--- src/rtl/c64_mem_defs.sv ---
// Shared definitions for the C64 memory-side stage: read-select codes,
// region bases and 6510 on-chip port addresses.
package c64_mem_defs;

  localparam int unsigned ADDR_W = 16;
  localparam int unsigned DATA_W = 8;
  localparam int unsigned SEL_W  = 3;
  localparam int unsigned ROM_AW = 13;
  localparam int unsigned PAGE_AW = 12;

  typedef enum logic [SEL_W-1:0] {
    SEL_OPEN   = 3'd0,
    SEL_RAM    = 3'd1,
    SEL_BASIC  = 3'd2,
    SEL_KERNAL = 3'd3,
    SEL_CHAR   = 3'd4,
    SEL_IO     = 3'd5,
    SEL_PORT   = 3'd6
  } sel_e;

  localparam logic [ADDR_W-1:0] BASIC_BASE  = 16'hA000;
  localparam logic [ADDR_W-1:0] IO_BASE     = 16'hD000;
  localparam logic [ADDR_W-1:0] KERNAL_BASE = 16'hE000;
  localparam logic [ADDR_W-1:0] PORT_DDR_ADDR  = 16'h0000;
  localparam logic [ADDR_W-1:0] PORT_DATA_ADDR = 16'h0001;

endpackage

--- src/rtl/c64_bank_decode.sv ---
// Combinational C64 bank decode: address plus LORAM/HIRAM/CHAREN to a read-select region.
module c64_bank_decode
  import c64_mem_defs::*;
(
  input  logic [ADDR_W-1:0] cpu_ab,
  input  logic              loram,
  input  logic              hiram,
  input  logic              charen,
  output sel_e              region
);

  logic [ADDR_W-1:0] basic_base;
  logic [ADDR_W-1:0] io_base;
  logic [ADDR_W-1:0] kernal_base;

  assign basic_base  = BASIC_BASE;
  assign io_base     = IO_BASE;
  assign kernal_base = KERNAL_BASE;

  always_comb begin
    region = SEL_RAM;
    if (cpu_ab[ADDR_W-1:1] == PORT_DDR_ADDR[ADDR_W-1:1]) begin
      region = SEL_PORT;
    end else if (cpu_ab[15:13] == basic_base[15:13]) begin
      region = (loram && hiram) ? SEL_BASIC : SEL_RAM;
    end else if (cpu_ab[15:12] == io_base[15:12]) begin
      // Both banking lines low maps the whole $D000 page to RAM regardless of CHAREN.
      if (!loram && !hiram) region = SEL_RAM;
      else if (charen)      region = SEL_IO;
      else                  region = SEL_CHAR;
    end else if (cpu_ab[15:13] == kernal_base[15:13]) begin
      region = hiram ? SEL_KERNAL : SEL_RAM;
    end
  end

endmodule

--- src/rtl/c64_mem_bus.sv ---
// Memory-side stage behind the 6502 core: 6510 I/O port, bank decode, write
// strobes and the single-cycle registered read-data path.
module c64_mem_bus
  import c64_mem_defs::*;
#(
  parameter logic [7:0] DDR_RST  = 8'h00,
  parameter logic [7:0] PORT_RST = 8'h00,
  parameter logic [7:0] OPEN_BUS = 8'hFF
) (
  input  logic                clk,
  input  logic                reset,
  input  logic [ADDR_W-1:0]   cpu_ab,
  input  logic [DATA_W-1:0]   cpu_do,
  input  logic                cpu_we,
  output logic [DATA_W-1:0]   cpu_di,
  output logic [ADDR_W-1:0]   ram_addr,
  output logic [DATA_W-1:0]   ram_wdata,
  output logic                ram_we,
  input  logic [DATA_W-1:0]   ram_rdata,
  output logic [ROM_AW-1:0]   basic_addr,
  input  logic [DATA_W-1:0]   basic_rdata,
  output logic [ROM_AW-1:0]   kernal_addr,
  input  logic [DATA_W-1:0]   kernal_rdata,
  output logic [PAGE_AW-1:0]  char_addr,
  input  logic [DATA_W-1:0]   char_rdata,
  output logic [PAGE_AW-1:0]  io_addr,
  output logic                io_rd,
  output logic                io_we,
  output logic [DATA_W-1:0]   io_wdata,
  input  logic [DATA_W-1:0]   io_rdata,
  input  logic [DATA_W-1:0]   port_in,
  output logic [DATA_W-1:0]   port_out,
  output logic [DATA_W-1:0]   port_dir
);

  logic [DATA_W-1:0] eff;
  sel_e              region;
  sel_e              sel_q;
  logic [DATA_W-1:0] port_q;
  logic              is_io;

  // Output pins drive the register value, input pins read the external level.
  assign eff = (port_dir & port_out) | (~port_dir & port_in);

  c64_bank_decode u_decode (
    .cpu_ab (cpu_ab),
    .loram  (eff[0]),
    .hiram  (eff[1]),
    .charen (eff[2]),
    .region (region)
  );

  assign ram_addr    = cpu_ab;
  assign ram_wdata   = cpu_do;
  assign basic_addr  = cpu_ab[ROM_AW-1:0];
  assign kernal_addr = cpu_ab[ROM_AW-1:0];
  assign char_addr   = cpu_ab[PAGE_AW-1:0];
  assign io_addr     = cpu_ab[PAGE_AW-1:0];
  assign io_wdata    = cpu_do;

  // Strobes are gated by reset so nothing is issued during or across a reset.
  assign is_io  = (region == SEL_IO);
  assign ram_we = !reset && cpu_we && !is_io;
  assign io_we  = !reset && cpu_we && is_io;
  assign io_rd  = !reset && !cpu_we && is_io;

  always_ff @(posedge clk or posedge reset) begin
    if (reset) begin
      port_dir <= DDR_RST;
      port_out <= PORT_RST;
    end else if (cpu_we) begin
      if (cpu_ab == PORT_DDR_ADDR)  port_dir <= cpu_do;
      if (cpu_ab == PORT_DATA_ADDR) port_out <= cpu_do;
    end
  end

  // Read pipeline: remember which source answers the access presented this cycle.
  always_ff @(posedge clk or posedge reset) begin
    if (reset) begin
      sel_q  <= SEL_OPEN;
      port_q <= '0;
    end else begin
      sel_q <= region;
      if (region == SEL_PORT) port_q <= (cpu_ab == PORT_DDR_ADDR) ? port_dir : eff;
    end
  end

  always_comb begin
    cpu_di = OPEN_BUS;
    case (sel_q)
      SEL_RAM:    cpu_di = ram_rdata;
      SEL_BASIC:  cpu_di = basic_rdata;
      SEL_KERNAL: cpu_di = kernal_rdata;
      SEL_CHAR:   cpu_di = char_rdata;
      SEL_IO:     cpu_di = io_rdata;
      SEL_PORT:   cpu_di = port_q;
      default:    cpu_di = OPEN_BUS;
    endcase
  end

endmodule
--- config.mk ---
export PLATFORM = sky130hd
export DESIGN_NAME = c64_mem_bus
export DESIGN_NICKNAME = d
export VERILOG_FILES = /design/src/rtl/c64_mem_defs.sv /design/src/rtl/c64_bank_decode.sv /design/src/rtl/c64_mem_bus.sv
export SDC_FILE = /design/constraint.sdc
export NUM_CORES = 1
export LEC_CHECK = 0
export ABC_AREA = 1
export CORE_MARGIN = 4
export CORE_UTILIZATION = 36
export DETAILED_ROUTE_END_ITERATION = 8
export PLACE_DENSITY = 0.87
export SETUP_SLACK_MARGIN = 0.02
export SYNTH_ARGS = -nofsm -noshare
export SYNTH_HDL_FRONTEND = slang
export SYNTH_HIERARCHICAL = 1
export SYNTH_SLANG_ARGS = --single-unit
export TNS_END_PERCENT = 20
--- constraint.sdc ---
create_clock -name clk -period 2.73 [get_ports clk]
set_input_delay 0.546 -clock clk [delete_from_list [all_inputs] [get_ports clk]]
set_output_delay 0.546 -clock clk [all_outputs]
set_load 0.05 [all_outputs]
==> summary.txt, run 1 <==
Timing
  • Slew HR: 57.1%
  • RSZ-0062 raised after global routing: true
  • Min cycle time layout: 2.68 ns
  • Fin. Hold Viols: 0
  • Final setup fails: 0
  • Fmax: 373 MHz
  • Slew Limit Fails: 0
  • Worst-Margin Slew: 0.641 ns
  • Clock skew: 0.00378 ns
  • Worst hold margin: 0.495 ns
  • Period utilization: 98.3%

Global route
  • Gr usage total: 18.5%
  • Global-route wire length before repair: 13300 µm
  • Remaining global-route overflow: 0
  • Vias in the first global route: 2846
  • Largest net degree at the start of global routing: 16
  • Initial antenna violation count: 0

Route
  • Final WL: 8180 µm
  • DRT antenna net count: 0
  • Starting DRT DRC Count: 79
  • # DRC: 0
  • DR pass1 iterations: 4
  • Via count: 2723
  • Wirelength per Cell: 13.1 µm
  • Vias per cell: 4.36

Critical path
  • R2R Path End: port_q[0]
  • Worst path top cell family by delay: simple AND/OR/NAND/NOR gates
  • CP arrival: 2.14 ns
  • Most frequent CP cell: nand2_2
  • R2r worst-path depth: 14
  • Worst-path cell chain: clkdlybuf4s50_1, nor2_1, nand2_1, nor2_4, nand2_2, nand2_2, inv_1, nor3_2, inv_2, nor3_4, buf_12
  • CP Data Required Time: 2.18 ns
  • RR Startpoint: port_out[1]
  • Buf/Inv on CP: 4
  • Kind of critical path: input pin to output pin
  • Crit start category: input pin
  • Slowest stage delay, CP: 0.42 ns
  • Flop-to-flop setup slack: 0.82 ns
  • CP max FO: 2
  • Cell at the slowest stage of the critical path: clkdlybuf4s50_1
  • Critical Path End Type: output pin

Clock network
  • Clock sink count: 27
  • CTS tree: done
  • H-tree depth: 1
  • Clock buffer depth: 2
  • Root Buffer: clkbuf_8
  • # hold bufs at CTS: 0
  • CTS Buf Count: 3
  • Worst skew pair latency: 0.26 ns
  • CTS clk-pin slew, worst paths: 0.09 ns

Synthesis
  • Unique cell type count in the Yosys netlist: 22
  • Top cell type's share of synthesized area: 26.2%
  • #FFs+latches synth: 27
  • Top-count cell post-synth: nand2_1
  • Most frequent cells after synthesis: nand2_1 (100), buf_4 (82), inv_1 (57)
  • Synth Instances: 393
  • Post-Syn Area per Cell: 6.56 µm²
  • Syn. warnings: 6
  • Largest area contributor in the synthesized netlist: dfrtp_1
  • Post-synth EDFFs: 0
  • Syn Nets: 468
  • Synth Flop Type: dfrtp_1
  • Largest cells by area after synthesis: dfrtp_1 (26%), buf_4 (24%), nand2_1 (15%)
  • Seq/Total Area, Yosys: 26.2%
  • Asr flop ratio synth: 100%
  • Mapped cell area: 0.00258 mm²

Power and ir drop
  • Flop pwr share: 33.2%
  • Clock power frac: 18.5%
  • Worst IR drop on VDD: 0.000229 V
  • Switching part of the total power: 39.8%
  • Combinational share of power: 48.3%
  • Pint: 725 µW
  • Leakage: 2.24 nW
  • PwrDens: 289 mW/mm²
  • Pwr Total: 1.20 mW
  • Switching Power: 479 µW

Die
  • # rows: 30
  • IO Pins: 184
  • Die ar.: 0.00858 mm²
  • Die H: 92.7 µm
  • Initial Util: 37.6%
  • Die Wd: 92.7 µm
  • Core region area: 0.00687 mm²

Place
  • Routability congestion estimate: 0.815
  • Dpl hpwl: 6870 µm
  • Placed Instances: 613
  • I/O Buffers: 183

Finish
  • Layout cells sized above 1: 31.2%
  • # diodes: 0
  • Non-filler cells, final: 625
  • Area Overhead vs Synth: 61.7%
  • NumNets Final: 605

Hold path
  • Worst Hold Class: flip-flop to flip-flop
  • Hold Path End: port_q[2]
  • Hold path start: port_q[2]
  • Hold Path Stages: 2

Job
  • Max-Cap Viols: 0

Run status
  • Status: finished, final reports clean
## how the worst max path moves through the flow
stage | startpoint | to | slack, ns | cells after the start
after floorplan | port_dir[1] | io_rd | 0.02 | 13
after global placement | port_in[0] | io_rd | -0.15 | 13
after detailed placement | port_in[0] | io_rd | -0.21 | 13
after CTS | port_out[0] | io_we | -0.05 | 13
after global routing | port_dir[1] | io_we | -0.07 | 14
final | cpu_ab[7] | io_we | 0.05 | 11
## power groups by stage
stage	Clock [mW]	Sequential, mW	Combinational, mW
floorplan	0	0.408	0.390
CTS	0.224	0.400	0.586
global route	0.244	0.400	0.610
global placement	0	0.408	0.579
detailed placement	0	0.408	0.586
finish	0.223	0.400	0.582
## layout by cell type, fill, tap and decap left out, types with 2 or more instances in the layout
cell type	count
clkdlybuf4s50_1	81
nor3_4	2
buf_4	116
o22ai_1	8
o21ai_2	3
nand2_1	100
nand2_2	3
dlygate4sd2_1	5
o21ai_0	27
or2_4	2
o21ai_4	2
buf_12	10
dfrtp_1	23
nor3_2	2
nor2_2	3
inv_1	52
dlymetal6s2s_1	4
dfrtp_2	4
nor2_4	5
clkbuf_8	3
nand3_1	26
nor2_1	27
inv_2	5
nand3b_1	8
## logic make-up (layout without fill, tap and decap cells)
kind of cell           after synthesis  in the layout  share of synthesized area (%)
DFF                                 27             27                           26.2
and+or+nand+nor                    182            182                           31.7
AOI/OAI and AO/OA                   42             42                           8.92
buffers and inverters              142            278                           33.2
## worst min-delay path, cell delays in order (launching register included)
cell and delay, ns:
dfrtp_1 0.36, nand2_1 0.05, nand2_1 0.05
## registers in the layout, indices dropped and copies added (netlist names)
signal,flops
port_q,8
port_dir,8
sel_q,3
port_out,8
## through the flow
step                util [%]  setup TNS, ns  area, µm²  worst slack [ns]
CTS                     60.0        -0.0545       4120           -0.0545
detailed placement      58.5         -0.505       4020            -0.206
global placement        58.5         -0.332       4020            -0.154
finish                  60.7              0       4170            0.0463
floorplan                  -              0       2620            0.0242
global route            60.7         -0.113       4170           -0.0684
## per-layer routing
layer | vias to the layer above | track usage [%] | share of wire [%]
li1 | 1416 | - | -
met1 | 1197 | 21.6 | 40
met2 | 106 | 36.1 | 52
met3 | 4 | 2.92 | 7.3
met4 | 0 | 2.44 | 0.44
met5 | - | 0 | 0
## final cells by class
type | count | area, µm²
repair buffers | 217 | 1990
multi-input cells | 224 | 1120
fillers | 613 | 2700
inverters | 57 | 214
flip-flops and latches | 27 | 681
clock buffers | 4 | 45.0
well taps | 96 | 120
## repair_timing
action	in CTS	in global routing
setup endpoints to repair	3	3
resized for setup	12	12
setup buffers	6	2
pin swaps	6	11
(Power assumes the default switching activity.)
==> inputs of run 2 (changes only) <==
- GPL_TIMING_DRIVEN: unset -> 0
==> run 2 against run 1 <==
Net effect:
- total power rose by 5.9%
- critical endpoint is now ram_we
- cell count rose by 11%
- sequential share of layout area fell by 2.0 points
- critical path type is now flip-flop to output pin
- design area rose by 14%
- clock skew fell by 0.00087 ns
- non-clock buffer count rose by 68
- maximum frequency fell by 0.98%
- global-route usage rose by 1.9 points
==> summary.txt, run 2 (synthesis gave the netlist of run 1 again) <==
Run status
  • Status: finished, final reports clean (unchanged)

Global route
  • Initial antenna violation count: 0 (unchanged)
  • Gr usage total: 20.4% (was 18.5%)
  • Largest net degree at the start of global routing: 28 (was 16)
  • Remaining global-route overflow: 0 (unchanged)
  • Global-route wire length before repair: 14600 µm (was 13300 µm)
  • Vias in the first global route: 3177 (was 2846)

Clock network
  • Clock buffer depth: 2 (unchanged)
  • CTS tree: done (unchanged)
  • CTS Buf Count: 3 (unchanged)
  • Clock sink count: 27 (unchanged)
  • H-tree depth: 1 (unchanged)
  • Worst skew pair latency: 0.27 ns (was 0.26 ns)
  • CTS clk-pin slew, worst paths: 0.09 ns (about the same)
  • Root Buffer: clkbuf_8 (unchanged)
  • # hold bufs at CTS: 0 (unchanged)

Job
  • Max-Cap Viols: 0 (unchanged)

Critical path
  • CP max FO: 3 (was 2)
  • R2R Path End: port_q[1] (was port_q[0])
  • Worst-path cell chain: or2_4, o21ai_4, inv_2, buf_4, o21ai_0, nand2_2, inv_1, nor3_4, nor3_2, clkdlybuf4s15_2 (was clkdlybuf4s50_1, nor2_1, nand2_1, nor2_4, nand2_2, nand2_2, inv_1, nor3_2, inv_2, nor3_4, buf_12)
  • RR Startpoint: port_out[0] (was port_out[1])
  • R2r worst-path depth: 14 (unchanged)
  • CP Data Required Time: 2.18 ns (about the same)
  • Crit start category: flip-flop (was input pin)
  • Kind of critical path: flip-flop to output pin (was input pin to output pin)
  • Crit. Startpoint: port_out[1] (was cpu_ab[7])
  • CP arrival: 2.16 ns (was 2.14 ns)
  • CP Capture Point: ram_we (was io_we)
  • Critical Path End Type: output pin (unchanged)
  • Flop-to-flop setup slack: 0.59 ns (was 0.82 ns)
  • Slowest stage delay, CP: 0.41 ns (was 0.42 ns)
  • Cell at the slowest stage of the critical path: dfrtp_2 (was clkdlybuf4s50_1)

Route
  • Via count: 3095 (was 2723)
  • # DRC: 0 (unchanged)
  • DR pass1 iterations: 4 (unchanged)
  • Vias per cell: 4.47 (was 4.36)
  • Wirelength per Cell: 13.3 µm (was 13.1 µm)
  • DRT antenna net count: 0 (unchanged)
  • Final WL: 9240 µm (was 8180 µm)
  • Starting DRT DRC Count: 111 (was 79)

Power and ir drop
  • Worst IR drop on VDD: 0.000219 V (was 0.000229 V)
  • Pwr Total: 1.28 mW (was 1.20 mW)
  • Switching part of the total power: 38.8% (was 39.8%)
  • Leakage: 2.42 nW (was 2.24 nW)
  • PwrDens: 269 mW/mm² (was 289 mW/mm²)
  • Pint: 780 µW (was 725 µW)
  • Clock power frac: 17.8% (was 18.5%)
  • Combinational share of power: 50.9% (was 48.3%)
  • Flop pwr share: 31.3% (was 33.2%)
  • Switching Power: 496 µW (was 479 µW)

Timing
  • Slew HR: 31.0% (was 57.1%)
  • Final setup fails: 0 (unchanged)
  • Clock skew: 0.00291 ns (was 0.00378 ns)
  • Final worst-path setup slack: 0.0197 ns (was 0.0463 ns)
  • Setup TNS Final: 0 ns (unchanged)
  • Fmax: 369 MHz (was 373 MHz)
  • RSZ-0062 raised after global routing: true (unchanged)
  • Period utilization: 99.3% (was 98.3%)
  • Worst-Margin Slew: 1.03 ns (was 0.641 ns)
  • Fin. Hold Viols: 0 (unchanged)
  • Slew Limit Fails: 0 (unchanged)
  • Min cycle time layout: 2.71 ns (was 2.68 ns)
  • Worst hold margin: 0.489 ns (was 0.495 ns)

Hold path
  • Worst Hold Class: flip-flop to flip-flop (unchanged)

Finish
  • NumNets Final: 673 (was 605)
  • Largest regs: port_dir (8), port_out (8), port_q (8) (unchanged)
  • Area Overhead vs Synth: 83.8% (was 61.7%)
  • Layout cells sized above 1: 25.8% (was 31.2%)
  • Commonest non-fill, non-tap cells in the layout: clkdlybuf4s50_1 (154), nand2_1 (100), buf_4 (99) (was buf_4 (116), nand2_1 (100), clkdlybuf4s50_1 (81))
  • Final core utilization: 69.0% (was 60.7%)
  • Non-filler cells, final: 693 (was 625)
  • Post-Layout Inst Area: 0.00474 mm² (was 0.00417 mm²)
  • # diodes: 0 (unchanged)
  • Most common cell after layout, fill and taps aside: clkdlybuf4s50_1 (was buf_4)

Die
  • # rows: 30 (unchanged)
  • IO Pins: 184 (unchanged)
  • Die Wd: 92.7 µm (unchanged)
  • Die H: 92.7 µm (unchanged)
  • Die ar.: 0.00858 mm² (unchanged)
  • Initial Util: 37.6% (unchanged)
  • Core region area: 0.00687 mm² (unchanged)

Place
  • Placed cell area: 0.00457 mm² (was 0.00402 mm²)
  • Dpl hpwl: 7230 µm (was 6870 µm)
  • I/O Buffers: 183 (unchanged)
  • Placed Instances: 672 (was 613)
  • Pre-CTS WS: -0.882 ns (was -0.206 ns)
  • Routability congestion estimate: 0.812 (was 0.815)
[run 2: cell type report]
cell class / instances / area [µm²]
Buffer: 85 / 643
Clock buffer: 4 / 45.0
Fill cell: 568 / 2130
Inverter: 57 / 214
Multi-Input combinational cell: 224 / 1140
Sequential cell: 27 / 681
Tap cell: 96 / 120
Timing Repair Buffer: 200 / 1900
[run 2: metal layers]
layer,up-vias,wire [µm],global-route usage [%]
met4,0,160,4.40
met3,22,783,5.85
met1,1394,3460,21.4
li1,1549,-,-
met2,130,4830,39.8
met5,-,0,0
[run 2: power by group through the flow]
stage / logic [mW] / registers, mW / clock network (mW)
floorplan: 0.390 / 0.408 / 0
global placement: 0.657 / 0.408 / 0
detailed placement: 0.665 / 0.408 / 0
CTS: 0.654 / 0.400 / 0.227
global route: 0.679 / 0.400 / 0.247
finish: 0.649 / 0.400 / 0.227
[run 2: worst min-delay path by stage]
stage / from / to / slack [ns] / cells past startpoint
3_3_place_gp: port_q[6] / port_q[6] / 0.47 / 2
6_report: port_q[5] / port_q[5] / 0.49 / 2
5_1_grt: port_q[1] / port_q[1] / 0.51 / 2
4_1_cts: port_q[5] / port_q[5] / 0.49 / 2
3_5_place_dp: port_q[5] / port_q[5] / 0.47 / 2
2_1_floorplan: port_q[3] / port_q[3] / 0.45 / 2
[run 2: worst max-delay path, delay by kind of cell, from the launching register on]
kind / cells / cell delay [ns]
buf+inv: 4 / 0.69
flops: 1 / 0.41
compound gates: 2 / 0.28
simple gates: 4 / 0.51
[run 2: timing repair]
action / CTS / global route
cloned: 0 / 0
resized for setup: 53 / 24
buffers inserted: 13 / 4
endpoints found under the hold margin: 0 / 0
pin swaps: 8 / 5
setup endpoints to repair: 11 / 11
